**config.mk**
```make
export PLATFORM = sky130hd
export DESIGN_NAME = debounce_filter
export DESIGN_NICKNAME = d
export VERILOG_FILES = /design/src/rtl/debounce_filter.sv
export SDC_FILE = /design/constraint.sdc
export NUM_CORES = 1
export LEC_CHECK = 0
export ABC_AREA = 1
export ABC_CLOCK_PERIOD_IN_PS = 4500
export CORE_MARGIN = 4
export CORE_UTILIZATION = 45
export DETAILED_ROUTE_END_ITERATION = 10
export GPL_TIMING_DRIVEN = 0
export HOLD_SLACK_MARGIN = 0.15
export PLACE_DENSITY = 0.65
export SYNTH_ARGS = -nofsm -noshare
export SYNTH_HDL_FRONTEND = slang
export SYNTH_SLANG_ARGS = --single-unit
```
**constraint.sdc**
```tcl
create_clock -name Clock -period 4.5 [get_ports Clock]
set_clock_uncertainty 0.1 [all_clocks]
set_input_delay 0.45 -clock Clock [delete_from_list [all_inputs] [get_ports Clock]]
set_output_delay 0.45 -clock Clock [all_outputs]
set_load 0.02 [all_outputs]
```
**src/rtl/debounce_filter.sv**
```systemverilog
// Multi-channel input debouncer: 2-flop synchroniser, prescaled sampling into a
// per-channel history, then unanimous or majority decision with edge pulses.
module debounce_filter #(
  parameter int              Size            = 3,
  parameter int              Number          = 4,
  parameter int              Mode            = 0,
  parameter int              ClockPeriod_ns  = 20,
  parameter int              FilterPeriod_ns = 500_000,
  parameter logic [Size-1:0] InitValue       = '1
) (
  input  logic            Clock,
  input  logic            Reset,
  input  logic [Size-1:0] I,
  input  logic            Hold,
  output logic [Size-1:0] O,
  output logic [Size-1:0] Rise,
  output logic [Size-1:0] Fall,
  output logic            Changed,
  output logic            Strobe
);

  localparam int Prescale = FilterPeriod_ns / ClockPeriod_ns / (Number - 1);
  localparam int Majority = (Number + 1) / 2;

  if (Size < 1 || Size > 32) begin : g_bad_size
    $error("debounce_filter: Size must be 1..32");
  end
  if (Number < 2 || Number > 16) begin : g_bad_number
    $error("debounce_filter: Number must be 2..16");
  end
  if (Mode != 0 && Mode != 1) begin : g_bad_mode
    $error("debounce_filter: Mode must be 0 or 1");
  end
  if (Mode == 1 && (Number < 3 || (Number % 2) == 0)) begin : g_bad_majority
    $error("debounce_filter: majority mode needs odd Number >= 3");
  end

  logic            tick;
  logic [Size-1:0] sync1;
  logic [Size-1:0] sync2;
  logic [Size-1:0] next_o;
  logic [Size-1:0] rise_d;
  logic [Size-1:0] fall_d;

  // The prescaler free-runs through Hold so the sample grid never slips.
  if (Prescale > 1) begin : g_prescale
    localparam int CntW = $clog2(Prescale);
    localparam logic [CntW-1:0] CntLast = CntW'(Prescale - 1);
    logic [CntW-1:0] cnt;

    always_ff @(posedge Clock or posedge Reset) begin
      if (Reset)               cnt <= '0;
      else if (cnt == CntLast) cnt <= '0;
      else                     cnt <= cnt + CntW'(1);
    end

    assign tick = (cnt == CntLast);
  end else begin : g_no_prescale
    assign tick = 1'b1;
  end

  assign Strobe = tick & ~Hold;

  always_ff @(posedge Clock or posedge Reset) begin
    if (Reset) begin
      sync1 <= InitValue;
      sync2 <= InitValue;
    end else begin
      sync1 <= I;
      sync2 <= sync1;
    end
  end

  for (genvar i = 0; i < Size; i++) begin : g_ch
    logic [Number-1:0] hist;

    always_ff @(posedge Clock or posedge Reset) begin
      if (Reset)       hist <= {Number{InitValue[i]}};
      else if (Strobe) hist <= {hist[Number-2:0], sync2[i]};
    end

    // Decision uses the history as held before this strobe's shift.
    if (Mode == 0) begin : g_unanimous
      assign next_o[i] = (hist == '0) ? 1'b0 :
                         (&hist)      ? 1'b1 : O[i];
    end else begin : g_majority
      assign next_o[i] = ($countones(hist) >= Majority);
    end
  end

  assign rise_d = Strobe ? (next_o & ~O) : '0;
  assign fall_d = Strobe ? (~next_o & O) : '0;

  always_ff @(posedge Clock or posedge Reset) begin
    if (Reset) begin
      O       <= InitValue;
      Rise    <= '0;
      Fall    <= '0;
      Changed <= 1'b0;
    end else begin
      if (Strobe) O <= next_o;
      Rise    <= rise_d;
      Fall    <= fall_d;
      Changed <= |(rise_d | fall_d);
    end
  end

endmodule

```
After elaboration in Yosys (flattened, before gate mapping)
Index checks and enable logic that the tools add are counted.
Cells by class
  add/subtract/negate cells: 1
  equality and inequality tests: 1
  mux-type cells: 9
  bitwise operators: 7
  reductions and logical operators: 7
Operators by type and width (count)
  adder 14 x 1 -> 14 bit (second input constant): 1
  equality test 14 bit (second input constant): 1
  two-way mux 14 bit: 1
  zero test 4 bit: 3
  AND reduction 4 bit: 3
  AND 3 bit: 2
  two-way mux 1 bit: 6
  two-way mux 3 bit: 2
  NOT 3 bit: 2
  bitwise OR 3 bit: 1
  OR reduction 3 bit: 1
  AND 1 bit: 1
  NOT 1 bit: 1
Word-level totals
  bits in registers: 42
  bits of input ports: 6
  output and inout port bits: 11
  logic and storage cells: 35

Longest topological paths before layout
Gate-level depths: netlist of run 1.
  depth after elaboration: 8
  depth in mapped cells: 9
  depth with buffers taken out: 8

Worst setup path after synthesis of run 1
OpenSTA, ideal clock, no wires.
  path kind: reg-to-output
  start point: reg g_prescale.cnt[0]
  end point: out Strobe
  arrival time: 1.162 ns
  data required time: 3.950 ns
  slack: 2.788 ns
  cell stages (with the launch flop): 7
  path buffers: 0
  cells stage by stage: dfrtp_1 inv_1 ha_1 nand3_1 nor2_1 nand3_2 inv_1
Between the ends
  word-level cells in the longest chain between the ends: 2
Ends and longest elaborated chain
  start: declaration: RTL line 49  | logic [CntW-1:0] cnt;
  start signal: assignment: RTL line 54  | else cnt <= cnt + CntW'(1);
  equality test 14 bit: RTL line 57  | assign tick = (cnt == CntLast);
  AND 1 bit: RTL line 62  | assign Strobe = tick & ~Hold;
  end: declaration: RTL line 19  | output logic Strobe
Every way passes these cells.

Final worst setup path of run 1
Same ends and word-level chain as after synthesis.

==> metrics.md, run 1 <==
| Metric | Value |
|---|---|
| Ports | `17` |
| CP Data Required Time | `3.95 ns` |
| # rows | `22` |
| Routed len/inst | `11.2 um` |
| NumNets Final | `230` |
| Largest family of logic cells by synthesized area | `simple AND/OR/NAND/NOR gates` |
| Max cap viols | `0` |
| Crit-path leading delay family | `buffers and inverters` |
| Post-Synth Adder-Cell Area | `1.37%` |
| XOR/XNOR share of the synthesized area | `3.36%` |
| Reg2reg start | `g_prescale.cnt[0]` |
| # clock sinks | `42` |
| Crit Path Class | `flop to primary output` |
| Tmin final | `2.71 ns` |
| Simple-gate area share of the yosys netlist | `22.9%` |
| Final RePlAce weighted congestion | `0.831` |
| Synth unique cells | `23` |
| Crit Path Max Fanout | `8` |
| Clock tree buffer depth | `2` |
| Synth Area in Compound Gates | `5.97%` |
| Leak | `0.963 nW` |
| Worst VDD drop | `192 uV` |
| Antenna fix cells | `0` |
| Post-DP HPWL | `2160 um` |
| Relative slew slack | `44.6%` |
| Critical Path End | `Strobe` |
| Vias/cell | `4.91` |
| Crit end category | `primary output` |
| Initial Utilization | `48.0%` |
| First-pass DRT Iterations | `4` |
| GRT overflow | `0` |
| Syn Nets | `207` |
| Status | `finished, final reports clean` |
| Unrepaired setup endpoints after global routing | `no` |
| Total GRT Usage | `13.2%` |
| Initial antenna violation count | `0` |
| Pwr Density | `314 nW/um^2` |
| Post-synthesis sequential area ratio | `59.1%` |
| Layout cells sized above 1 | `17.5%` |
| Pin count of the biggest net entering global routing | `43` |
| CTS Root Cell | `clkbuf_8` |
| Synth top area cells | `dfstp_2 30%, dfrtp_1 29%, nand2_1 8.4%` |
| Die Y | `71.7 um` |
| Synth Instances | `199` |
| Iter 0 DRT Violations | `99` |
| Area Overhead vs Synth | `18.2%` |
| Hold Violations, Final | `0` |
| Measured slew at the worst slew-check pin | `0.829 ns` |
| Crit start category | `flop` |
| Filler cells | `326` |
| Number of post-CTS setup repair buffers | `0` |
| DRT antenna net count | `0` |
| Crit path top cell by count | `inv_1` |
| Die ar. | `5130 um^2` |
| Buf/Inv on CP | `3` |
| Hold WC Path Type | `flop to flop` |
| Residual DRC | `0` |
| Reg2Reg Depth | `7` |
| Yosys warnings | `0` |
| Synth Area per Inst | `9.16 um^2` |
| FF-to-FF End | `g_ch[2].hist[2]` |
| Post-synth EDFFs | `0` |
| Worst setup path start | `g_prescale.cnt[0]` |
| Setup TNS | `0 ns` |
| WP depth | `7` |
| FFs w/ async S/R, synth | `100%` |
| TritonCTS clock tree | `built` |
| Mux contribution to synthesized area | `0%` |
| WHS | `0.257 ns` |
| Vias in the first global route | `1200` |
| CTS resizes | `0` |
| Seq cells post-synth | `42` |
| CTS Buf Count | `5` |
| Crit path max-delay cell type | `clkdlybuf4s50_1` |
| WL final | `3030 um` |
| Worst-skew pair later-pin latency | `0.29 ns` |
| Period utilization | `60.3%` |
| Synth top area share | `30.3%` |
| Core area | `3800 um^2` |
| Die width | `71.7 um` |
| Post-synth top area cell | `dfstp_2` |
| Routed via count | `1330` |
| Commonest cells in the netlist | `41 x nand2_1, 29 x inv_1, 25 x nor2_1, 21 x dfrtp_1, 21 x dfstp_2` |
| Reg2reg setup slack | `2.90 ns` |
| Mapped cell area | `1820 um^2` |
| H-tree depth | `2` |
| Clk pin slew, worst setup/hold paths | `0.07 ns` |
| Critical path cell sequence | `inv_1 -> ha_1 -> nand3_1 -> nor2_1 -> nand3_2 -> inv_1 -> clkdlybuf4s50_1` |
| Ys flop type | `dfstp_2` |
| Cell with the most instances after synthesis | `nand2_1` |
| Post-CTS Hold Fix Bufs | `0` |
| Port bufs | `16` |
| Arrival @ worst endpoint | `2.16 ns` |
| Fin. max-slew vios | `0` |
| First-pass GRT wire length | `5370 um` |
| Fmax | `369 MHz` |
| Delay of the slowest critical-path stage | `0.65 ns` |
| Setup violators final | `0` |
## report_power, final
part           switching (mW)  total (mW)  internal, mW  leakage, nW
registers            0.000667       0.383         0.383        0.497
logic                 0.00752      0.0114       0.00388        0.409
clock network           0.123       0.282         0.158       0.0566
total                   0.131       0.677         0.545        0.963
## through the flow
stage / cell area (um^2) / utilization (%) / total power, mW / worst slack, ns / cells
final: 2150 / 56.7 / 0.677 / 1.79 / 271
after global placement: 2040 / 53.8 / 0.402 / 2.03 / 263
after global routing: 2150 / 56.7 / 0.707 / 1.59 / 271
after CTS: 2150 / 56.7 / 0.687 / 1.76 / 271
after detailed placement: 2040 / 53.8 / 0.402 / 2.01 / 263
after floorplan: 1820 / - / 0.396 / 2.79 / 199
## cell families (layout without fill, tap and decap cells)
family,after synthesis,in the layout
simple gates,94,94
xor+xnor,7,7
flops,42,42
buf+inv,33,57
fa+ha+maj,2,2
compound gates,21,21
## worst min-delay path by stage
stage | start | end | cells after the start
6_report | sync1[0] | sync2[0] | 0
5_1_grt | sync1[0] | sync2[0] | 0
4_1_cts | sync1[0] | sync2[0] | 0
3_5_place_dp | sync1[0] | sync2[0] | 0
3_3_place_gp | sync1[0] | sync2[0] | 0
2_1_floorplan | sync1[0] | sync2[0] | 0
## worst register-to-register path, cell delays in order, from the launching register on
cell,delay (ns)
dfrtp_1,0.41
inv_1,0.07
ha_1,0.13
nand3_1,0.08
nor2_1,0.17
nand3_2,0.16
buf_2,0.22
o21ai_0,0.20
## layer usage
layer	share of wire (%)	vias up	track usage, %	wire length (um)
met5	0	-	0	0
met4	0.96	0	5.85	29
met3	6.0	4	4.63	181
met2	43	36	18.6	1310
met1	50	624	18.4	1510
li1	-	666	-	-
## area by class of cell
cell class	count	area, um^2	area share [%]
repair buffers	16	160	7.43
plain buffers	3	21.3	0.987
flip-flops and latches	42	1080	50.0
inverters	30	113	5.23
well taps	48	60.1	2.79
clock buffers	8	111	5.17
multi-input cells	124	612	28.4
## layout by cell type, fill, tap and decap left out
| cell | instances |
|---|---|
| a21oi_1 | 2 |
| a21oi_2 | 1 |
| buf_2 | 2 |
| buf_6 | 1 |
| clkbuf_1 | 1 |
| clkbuf_16 | 1 |
| clkbuf_8 | 6 |
| clkdlybuf4s50_1 | 16 |
| dfrtp_1 | 21 |
| dfstp_2 | 21 |
| ha_1 | 2 |
| inv_1 | 28 |
| inv_2 | 2 |
| nand2_1 | 41 |
| nand3_1 | 11 |
| nand3_2 | 1 |
| nand3b_1 | 1 |
| nand4_1 | 3 |
| nor2_1 | 25 |
| nor2_2 | 2 |
| nor2_4 | 1 |
| nor3_1 | 5 |
| nor3b_1 | 3 |
| o21ai_0 | 18 |
| or2_2 | 1 |
| xnor2_1 | 2 |
| xor2_1 | 5 |
## state kept, by name (all words and copies together), names as in the netlist
register        cells
sync1               3
g_prescale.cnt     14
Fall                3
Changed             1
Rise                3
g_ch.hist          12
sync2               3
O                   3
Note: power is estimated with default switching activity, not from simulation.
==> run 2: changes to the inputs <==
ABC_CLOCK_PERIOD_IN_PS = 2800   (was 4500)
clock period = 2.8 ns   (was 4.5 ns; I/O delays follow)
==> results of run 2 <==
The final DEF is identical to that of run 1. Status: finished, final reports clean.
Main changes from that run: setup slack after placement 2.01 ns -> 0.561 ns; setup slack after layout 1.79 ns -> 0.258 ns; register-to-register setup slack 2.90 ns -> 1.20 ns; total power 0.677 mW -> 1.09 mW; worst IR drop on VDD 192 uV -> 308 uV
==> run 3: changes to the inputs <==
ABC_AREA = 0   (was 1)
CTS_BUF_LIST = sky130_fd_sc_hd__clkbuf_4 sky130_fd_sc_hd__clkbuf_8   (was default)
==> metrics.md, run 3 <==
| Metric | Value |
|---|---|
| Max cap viols | `0 (unchanged)` |
| Initial Utilization | `47.6% (-0.38 points)` |
| Crit start category | `flop` |
| Vias in the first global route | `1184 (-1.3%)` |
| Iter 0 DRT Violations | `51 (-48%)` |
| Commonest cells in the netlist | `42 x nand2_1, 21 x dfrtp_1, 21 x dfstp_2, 11 x nor2_1` |
| H-tree depth | `2 (unchanged)` |
| CP Data Required Time | `2.42 ns` |
| Die Y | `71.2 um (-0.68%)` |
| Max reg flops | `14 (unchanged)` |
| Synth Instances | `165 (-17%)` |
| Port bufs | `16 (unchanged)` |
| Synth top area cells | `dfstp_2 31%, dfrtp_1 29%, nand2_1 8.8%` |
| Largest Register | `g_prescale.cnt` |
| Fin. max-slew vios | `0 (unchanged)` |
| Worst-skew pair later-pin latency | `0.29 ns (about the same)` |
| Measured slew at the worst slew-check pin | `0.828 ns (-0.00179 ns)` |
| Synth top area share | `30.7% (+0.46 points)` |
| Biggest regs | `g_prescale.cnt (14), g_ch.hist (12)` |
| Arrival @ worst endpoint | `2.23 ns (+0.07 ns)` |
| Worst VDD drop | `356 uV` |
| Reg area | `1080 um^2 (unchanged)` |
| Die ar. | `5060 um^2 (-1.3%)` |
| Hold WC Path Type | `flop to flop` |
| Clk pin slew, worst setup/hold paths | `0.07 ns (about the same)` |
| Commonest non-fill, non-tap cell in the layout | `nand2_1` |
| Ports | `17 (unchanged)` |
| Number of post-CTS setup repair buffers | `0 (unchanged)` |
| Filler cells | `310 (-4.9%)` |
| Vias/cell | `5.16 (+5.1%)` |
| Crit Path Max Fanout | `4 (-4)` |
| Routed via count | `1222 (-8.1%)` |
| Met2 routed WL | `1490 um (+14%)` |
| Status | `finished, final reports clean` |
| Synth Area per Inst | `10.9 um^2 (+19%)` |
| Post-synth EDFFs | `0 (unchanged)` |
| Clock tree buffer depth | `2 (unchanged)` |
| Period utilization | `93.2%` |
| Syn Nets | `173 (-16%)` |
| WL final | `2910 um (-4.0%)` |
| Area of the multi-input gates | `667 um^2 (+9.0%)` |
| First-pass GRT wire length | `5110 um (-4.8%)` |
| Mapped cell area | `1800 um^2 (-1.5%)` |
| Routed len/inst | `12.3 um (+9.8%)` |
| TritonCTS clock tree | `built` |
| First-pass DRT Iterations | `4 (unchanged)` |
| Antenna fix cells | `0 (unchanged)` |
| Hold Violations, Final | `0 (unchanged)` |
| Final RePlAce weighted congestion | `0.769 (-7.4%)` |
| Unrepaired setup endpoints after global routing | `no` |
| CTS Root Cell | `clkbuf_8` |
| Die width | `71.2 um (-0.68%)` |
| Post-DP HPWL | `2070 um (-4.0%)` |
| Yosys warnings | `0 (unchanged)` |
| Total GRT Usage | `12.9% (-0.30 points)` |
| FFs w/ async S/R, synth | `100% (unchanged)` |
| Cell with the most instances after synthesis | `nand2_1` |
| Met3 routed WL | `111 um (-39%)` |
| Ys flop type | `dfstp_2` |
| Tmin final | `2.61 ns` |
| Post-synthesis sequential area ratio | `60.0% (+0.91 points)` |
| Leak | `0.957 nW (-0.57%)` |
| Relative slew slack | `44.7% (+0.12 points)` |
| Area Overhead vs Synth | `18.5%` |
| CTS Buf Count | `5 (unchanged)` |
| NumNets Final | `196 (-15%)` |
| Top Layer Used | `met4` |
| Post-synth top area cell | `dfstp_2` |
| Setup violators final | `0 (unchanged)` |
| # clock sinks | `42 (unchanged)` |
| Met1 Routed Length | `1250 um (-17%)` |
| Setup TNS | `0 ns (unchanged)` |
| # rows | `22 (unchanged)` |
| Layout cells sized above 1 | `21.2% (+3.7 points)` |
| Pwr Density | `524 nW/um^2` |
| Pin count of the biggest net entering global routing | `43 (unchanged)` |
| Initial antenna violation count | `0 (unchanged)` |
| Crit Path Class | `flop to primary output` |
| Setup slack at placement | `0.214 ns` |
| Post-CTS Hold Fix Bufs | `0 (unchanged)` |
| Seq cells post-synth | `42 (unchanged)` |
| DRT antenna net count | `0 (unchanged)` |
| Setup ws final | `0.191 ns` |
| Crit end category | `primary output` |
| Most frequent cells in the layout | `42 x nand2_1, 21 x dfrtp_1, 21 x dfstp_2` |
| Residual DRC | `0 (unchanged)` |
| GRT overflow | `0 (unchanged)` |
| Core area | `3770 um^2 (-0.72%)` |
| Synth unique cells | `38 (+65%)` |
| Fmax | `383 MHz` |
[run 3: cell types whose count changed after synthesis, sizes merged, moves of 3 or more]
cell | previous run | this run
inv | 30 | 7
nor2 | 28 | 11
o21ai | 18 | 2
nand3 | 12 | 4
xnor2 | 2 | 7
or3 | 0 | 4
nor4 | 0 | 3
[run 3: final cells by class]
cell class | count | share of cell area, %
Tap cell | 48 | 2.82
Buffer | 4 | 1.18
Timing Repair Buffer | 16 | 7.47
Clock buffer | 7 | 3.94
Clock inverter | 1 | 1.41
Inverter | 7 | 1.23
Sequential cell | 42 | 50.6
Multi-Input combinational cell | 112 | 31.3
[run 3: through the flow]
stage / util (%) / cells / hold slack, ns / power, mW / area, um^2
finish: 56.4 / 237 / 0.257 / 1.12 / 2130
detailed placement: 53.5 / 229 / 0.248 / 0.647 / 2020
global route: 56.4 / 237 / 0.260 / 1.17 / 2130
floorplan: - / 165 / 0.184 / 0.636 / 1800
global placement: 53.5 / 229 / 0.246 / 0.645 / 2020
CTS: 56.4 / 237 / 0.258 / 1.13 / 2130
[run 3: per-layer routing]
| layer | vias up | GRT usage, % |
|---|---|---|
| li1 | 595 | - |
| met1 | 599 | 14.4 |
| met2 | 22 | 22.4 |
| met3 | 6 | 3.41 |
| met4 | 0 | 6.89 |
| met5 | - | 0 |
[run 3: critical path, stage by stage, from the launching register on]
cell and delay [ns]:
dfrtp_1 0.41, or4b_4 0.58, or4_4 0.53, inv_1 0.09, dlygate4sd2_1 0.33
[run 3: report_power, final]
group | internal (mW) | switching, mW
registers | 0.615 | 0.00112
logic | 0.00642 | 0.0121
clock network | 0.286 | 0.195
[run 3: kinds of logic (layout without fill, tap and decap cells)]
group           Yosys count  in the layout  synth area share, %
compound gates            9              9                 3.28
xor+xnor                 11             11                 5.37
fa+ha+maj                 2              2                 1.39
buf+inv                  11             35                 2.86
flops                    42             42                 60.0
mux                       1              1                0.558
simple gates             89             89                 26.6
[run 3: worst paths after layout]
| path | start | endpoint | slack, ns | depth (start not counted) |
|---|---|---|---|---|
| hold / removal | sync1[1] | sync2[1] | 0.26 | 0 |
| setup reg to reg | g_prescale.cnt[4] | g_ch[0].hist[0] | 0.60 | 5 |
| min in group asynchronous | Reset | g_prescale.cnt[11] | 0.37 | 2 |
| hold reg to reg | sync1[1] | sync2[1] | 0.26 | 0 |
| max in group asynchronous | Reset | g_prescale.cnt[5] | 1.70 | 2 |
| setup / recovery | g_prescale.cnt[4] | Strobe | 0.19 | 4 |
[run 3: what timing repair did]
action	4_1_cts	5_1_grt
hold endpoints to repair	0	0
gates resized for setup	1	0
setup endpoints to repair	1	0
